--- config.mk ---
export PLATFORM = sky130hd
export DESIGN_NAME = i2s_tx
export DESIGN_NICKNAME = d
export VERILOG_FILES = /design/src/rtl/i2s_tx.sv
export SDC_FILE = /design/constraint.sdc
export NUM_CORES = 1
export LEC_CHECK = 0
export BUFFER_PORTS_ARGS = -buffer_cell sky130_fd_sc_hd__buf_2
export CELL_PAD_IN_SITES_DETAIL_PLACEMENT = 1
export CELL_PAD_IN_SITES_GLOBAL_PLACEMENT = 1
export CORE_AREA = 2 2 86 122
export CTS_BUF_LIST = sky130_fd_sc_hd__clkbuf_16
export CTS_CLUSTER_SIZE = 30
export DETAILED_ROUTE_END_ITERATION = 8
export DIE_AREA = 0 0 88 124
export PLACE_DENSITY_LB_ADDON = 0.2
export RECOVER_POWER = 50
export SYNTH_ARGS = -nofsm -noshare
export SYNTH_HDL_FRONTEND = slang
export SYNTH_SLANG_ARGS = --single-unit
--- constraint.sdc ---
create_clock -name clk_i -period 4.6 [get_ports clk_i]
set_input_delay 0.46 -clock clk_i [delete_from_list [all_inputs] [get_ports clk_i]]
set_output_delay 0.46 -clock clk_i [all_outputs]
set_load 0.01 [all_outputs]
--- src/rtl/i2s_tx.sv ---
// i2s_tx: stereo PCM to Philips I2S serializer.
// A one-entry holding register accepts a sample pair over valid/ready; at each
// frame boundary the pair moves into per-channel shift registers and is sent
// MSB first, one SCLK after each LRCLK transition. An empty holding register at
// a frame boundary sends a silent frame and raises a one-cycle underrun pulse.
module i2s_tx #(
  parameter int width_p      = 24,
  parameter int frame_bits_p = 32,
  parameter int sclk_div_p   = 4
) (
  input  logic                      clk_i,
  input  logic                      reset_i,
  input  logic signed [width_p-1:0] data_l_i,
  input  logic signed [width_p-1:0] data_r_i,
  input  logic                      valid_i,
  output logic                      ready_o,
  output logic                      sclk_o,
  output logic                      lrclk_o,
  output logic                      sdout_o,
  output logic                      underrun_o
);

  localparam int FRAME_LEN = 2 * frame_bits_p;
  localparam int BC_W      = $clog2(FRAME_LEN);
  localparam int DC_W      = $clog2(sclk_div_p);

  localparam logic [DC_W-1:0] DIV_LAST  = DC_W'(sclk_div_p - 1);
  localparam logic [DC_W-1:0] DIV_HALF  = DC_W'(sclk_div_p / 2);
  localparam logic [DC_W-1:0] DIV_ONE   = DC_W'(1);
  localparam logic [BC_W-1:0] BC_LAST   = BC_W'(FRAME_LEN - 1);
  localparam logic [BC_W-1:0] BC_ONE    = BC_W'(1);
  localparam logic [BC_W-1:0] BC_RIGHT  = BC_W'(frame_bits_p);
  localparam logic [BC_W-1:0] SLOT_LAST = BC_W'(width_p);

  // Control and serializer state
  logic [DC_W-1:0]           r_div_cnt;
  logic [BC_W-1:0]           r_bit_cnt;
  logic                      r_full;
  logic signed [width_p-1:0] r_hold_l;
  logic signed [width_p-1:0] r_hold_r;
  logic signed [width_p-1:0] r_shift_l;
  logic signed [width_p-1:0] r_shift_r;
  logic                      r_sclk;
  logic                      r_lrclk;
  logic                      r_sdout;
  logic                      r_underrun;

  // Next-state helpers
  logic            w_tick;
  logic [DC_W-1:0] w_div_nxt;
  logic            w_wrap;
  logic [BC_W-1:0] w_bc_nxt;
  logic            w_right_nxt;
  logic [BC_W-1:0] w_slot;
  logic            w_data_slot;
  logic            w_load;
  logic            w_accept;

  // tick marks the last clk of an SCLK period, i.e. the SCLK falling edge
  assign w_tick      = (r_div_cnt == DIV_LAST);
  assign w_div_nxt   = w_tick ? '0 : (r_div_cnt + DIV_ONE);
  assign w_wrap      = (r_bit_cnt == BC_LAST);
  assign w_bc_nxt    = w_wrap ? '0 : (r_bit_cnt + BC_ONE);
  assign w_right_nxt = (w_bc_nxt >= BC_RIGHT);
  // Position inside the current channel slot; slot bit 0 is the I2S one-bit delay
  assign w_slot      = w_right_nxt ? (w_bc_nxt - BC_RIGHT) : w_bc_nxt;
  assign w_data_slot = (w_slot != '0) && (w_slot <= SLOT_LAST);
  assign w_load      = w_tick & w_wrap;

  // ready is held low during reset so nothing is accepted on a reset edge
  assign ready_o  = ~r_full & ~reset_i;
  assign w_accept = valid_i & ready_o;

  assign sclk_o     = r_sclk;
  assign lrclk_o    = r_lrclk;
  assign sdout_o    = r_sdout;
  assign underrun_o = r_underrun;

  // Bit clock generation, frame sequencing, frame load and serial output
  always_ff @(posedge clk_i) begin
    if (reset_i) begin
      r_div_cnt  <= '0;
      r_bit_cnt  <= BC_LAST;
      r_full     <= 1'b0;
      r_sclk     <= 1'b0;
      r_lrclk    <= 1'b1;
      r_sdout    <= 1'b0;
      r_underrun <= 1'b0;
      r_shift_l  <= '0;
      r_shift_r  <= '0;
    end else begin
      r_div_cnt  <= w_div_nxt;
      r_sclk     <= (w_div_nxt >= DIV_HALF);
      r_underrun <= 1'b0;
      if (w_tick) begin
        r_bit_cnt <= w_bc_nxt;
        r_lrclk   <= w_right_nxt;
        if (w_load) begin
          // Frame boundary: slot bit 0, so the line is low while new data loads
          r_sdout <= 1'b0;
          if (r_full) begin
            r_shift_l <= r_hold_l;
            r_shift_r <= r_hold_r;
            r_full    <= 1'b0;
          end else begin
            r_shift_l  <= '0;
            r_shift_r  <= '0;
            r_underrun <= 1'b1;
          end
        end else if (w_data_slot) begin
          // Shift the active channel MSB first; the idle channel keeps its word
          if (w_right_nxt) begin
            r_sdout   <= r_shift_r[width_p-1];
            r_shift_r <= r_shift_r <<< 1;
          end else begin
            r_sdout   <= r_shift_l[width_p-1];
            r_shift_l <= r_shift_l <<< 1;
          end
        end else begin
          r_sdout <= 1'b0;
        end
      end
      // Accept only happens while empty, so it never collides with the load clearing full
      if (w_accept) begin
        r_full <= 1'b1;
      end
    end
  end

  // Holding register captures an accepted pair; contents are meaningless while empty
  always_ff @(posedge clk_i) begin
    if (w_accept) begin
      r_hold_l <= data_l_i;
      r_hold_r <= data_r_i;
    end
  end

endmodule

==> summary.md <==
| Metric | Value |
|---|---|
| Worst Setup SP | r_bit_cnt[0]$_SDFFE_PP1P_ |
| Count leader, synth | dfxtp_1 |
| Layout filler cell count | 1,033 |
| Port Buffer Count | 55 |
| Total Routing Usage GR | 21.4% |
| Area delta synth->final | 11.4% |
| Cells along the critical path | ha_1, a21oi_1, nor2_1, o21a_1, and3_1, buf_4, a311oi_2 |
| TritonRoute pass-1 iters | 4 |
| Post-synthesis cell count | 427 |
| Core outline area | 9740 µm² |
| Die height | 124 µm |
| Longest Clk Path Bufs | 2 |
| Post-DP HPWL | 7.08 mm |
| Asr flop ratio synth | 0% |
| Synth top area share | 30.0% |
| Overflow after GRT | 0 |
| Largest fanout on the critical path | 24 |
| Gpl congestion | 0.842 |
| Post-synth EDFFs | 48 |
| Critical Path RT | 4.80 ns |
| Final Cycle Share | 71.7% |
| Synth Register Bits | 108 |
| Final hold vios | 0 |
| Die width | 88 µm |
| Synth Area per Inst | 11.3 µm² |
| Vias in the first global route | 3,689 |
| Initial antenna violation count | 0 |
| Setup CP Type | reg2reg |
| Resize count post-CTS | 0 |
| Cell area after synthesis | 4810 µm² |
| Vias | 3,538 |
| Layout cells sized above 1 | 29.0% |
| Dpl cell area | 5080 µm² |
| Avg WL per Cell | 18.5 µm |
| Crit path DAT | 3.50 ns |
| Status | finished, violations left |
| Top FF cell, synth | dfxtp_1 |
| Post-route ant nets | 0 |
| Kind of end point of the critical path | register |
| Vias/cell | 5.93 |
| CP max stage cell | o21a_1 |
| Leak | 1.80 nW |
| Setup Viol. Count Final | 0 |
| DIE AREA | 10,900 µm² |
| Clock Skew | 0.00502 ns |
| CTS tree | done |
| RSZ-0062 raised after global routing | false |
| Number of stages on the worst hold path | 1 |
| Power density cells | 400 nW/µm² |
| Initial core utilization | 49.4% |
| Fin nets | 511 |
| Setup_tns | 0 ns |
| Post-route cell area | 5360 µm² |
| Failing checks | capacitance limit, slew limit |
| Clk sink count | 108 |
| Worst Max-Slew Pin Slew | 3.12 ns |
| Skew-Pair Late Insertion Delay | 0.35 ns |
| Critical path launch point type | register |
| Largest net degree at the start of global routing | 56 |
| Relative slew slack | -108% |
| Slew Limit Fails | 49 |
| Iteration-0 DRC Markers | 127 |
| Max IR drop VDD | 278 µV |
| CTS Buf Count | 9 |
| Clock period minus worst slack | 3.30 ns |
| Reg area | 2640 µm² |
| Row count | 43 |
| Ant diodes | 0 |
| Max-Cap Viols | 1 |
| Count of unique library cells instantiated by Yosys | 46 |
| Worst r2r src | r_bit_cnt[0]$_SDFFE_PP1P_ |
| Clock slew at reported path FFs | 0.07 ns |
| First-pass GRT wire length | 18.0 mm |
| Area contributors post-synth | edfxtp_1 30%, dfxtp_1 25%, a221oi_2 6.2% |
| Footprint of the multi-input gates | 1910 µm² |
| R2R depth | 7 |
| Yosys warning total | 0 |
| Post-CTS Setup Inserts | 0 |
| Post-Route WL | 11.0 mm |
| Post-CTS Hold Buffers | 0 |
| Synth area leader | edfxtp_1 |
| Top post-synthesis cells by count | 60 x dfxtp_1, 48 x edfxtp_1, 35 x nand2_1, 30 x a21oi_1, 28 x nor2_1 |
| Hold Crit Start | data_r_i[15] |
| Clock Tree Root | clkbuf_16 |
| DRC Markers | 0 |
| H-tree Lvls | 3 |
| I/O pins | 56 |
| Post-synthesis sequential area ratio | 54.9% |
| Tightest Hold Check Type | in2reg |
| Fmax | 303 MHz |
| Max incr delay on CP | 0.72 ns |
| Tot Pwr | 2.14 mW |
| Syn_nets | 481 |
-- final timing paths --
kind                           endpoint  slack [ns]
max          r_shift_l[10]$_SDFFE_PP0P_        1.30
min reg2reg     r_div_cnt[0]$_SDFF_PP0_        0.43
min              r_hold_r[15]$_DFFE_PP_        0.28
max reg2reg  r_shift_l[10]$_SDFFE_PP0P_        1.30
-- cell type report --
class / instances / area share, %
inverter: 6 / 0.420
sequential: 108 / 49.3
clock buffer: 9 / 4.20
timing repair buffer: 63 / 6.14
tap: 135 / 3.15
clock inverter: 7 / 1.17
multi-input combinational: 269 / 35.6
-- where the power goes --
group,internal [mW],switching (mW)
registers,1.06,0.0322
clock network,0.375,0.368
logic,0.120,0.186
-- placed cells by master, fill, tap and decap left out, types with 2 or more instances in the layout --
master and instances:
a221o_1 2, clkbuf_1 5, a21oi_2 3, a21o_1 2, or2_1 4, inv_1 6, buf_2 50, nor3_1 3
a221oi_1 2, a21oi_1 29, a311oi_2 19, a221oi_2 20, edfxtp_1 48, nand3_1 25, o21ai_0 6, dfxtp_1 60
a211o_1 2, nor2b_1 2, ha_1 3, xnor2_1 3, nand2_1 35, clkbuf_16 9, and2_1 3, a311oi_1 5
and3_1 8, clkinv_4 3, buf_4 8, or3_1 2, or2_2 16, a211oi_1 4, a31oi_1 25, nor2_1 28
mux2i_1 4
-- stage by stage --
stage | hold WS [ns] | cells | setup WS [ns] | util (%)
final | 0.278 | 597 | 1.30 | 55.0
after floorplan | 0.402 | 427 | 2.15 | -
after detailed placement | 0.419 | 581 | 1.34 | 52.2
after global routing | 0.274 | 597 | 1.04 | 55.0
after global placement | 0.410 | 581 | 1.47 | 52.2
after CTS | 0.272 | 597 | 1.32 | 55.1
-- worst max-delay path: cells and delay by family, from the launching register on --
family | cells | cell delay (ns)
buffers and inverters | 1 | 0.36
AOI/OAI and AO/OA | 3 | 1.05
adders and majority gates | 1 | 0.53
DFF | 1 | 0.56
and+or+nand+nor | 2 | 0.64
-- routing by layer --
layer / global-route usage [%] / up-vias / share of wire, %
met5: 0 / - / 0
met4: 10.1 / 0 / 2.6
met3: 2.98 / 24 / 3.4
met2: 37.3 / 74 / 52
met1: 25.9 / 1764 / 42
li1: - / 1676 / -
-- flip-flops by register name (all words and copies together) (netlist names) --
| name | count |
|---|---|
| underrun_o | 1 |
| r_shift_r | 24 |
| r_hold_r | 24 |
| r_div_cnt | 2 |
| r_bit_cnt | 6 |
| sdout_o | 1 |
| r_full | 1 |
| r_shift_l | 24 |
| lrclk_o | 1 |
| r_hold_l | 24 |
-- cells by family after synthesis --
| family | share of synthesized area, % |
|---|---|
| flops | 54.9 |
| buf+inv | 5.46 |
| xor+xnor | 0.546 |
| mux | 0.832 |
| simple gates | 13.8 |
| compound gates | 23.7 |
| fa+ha+maj | 0.780 |
Note: power is estimated with default switching activity, not from simulation.
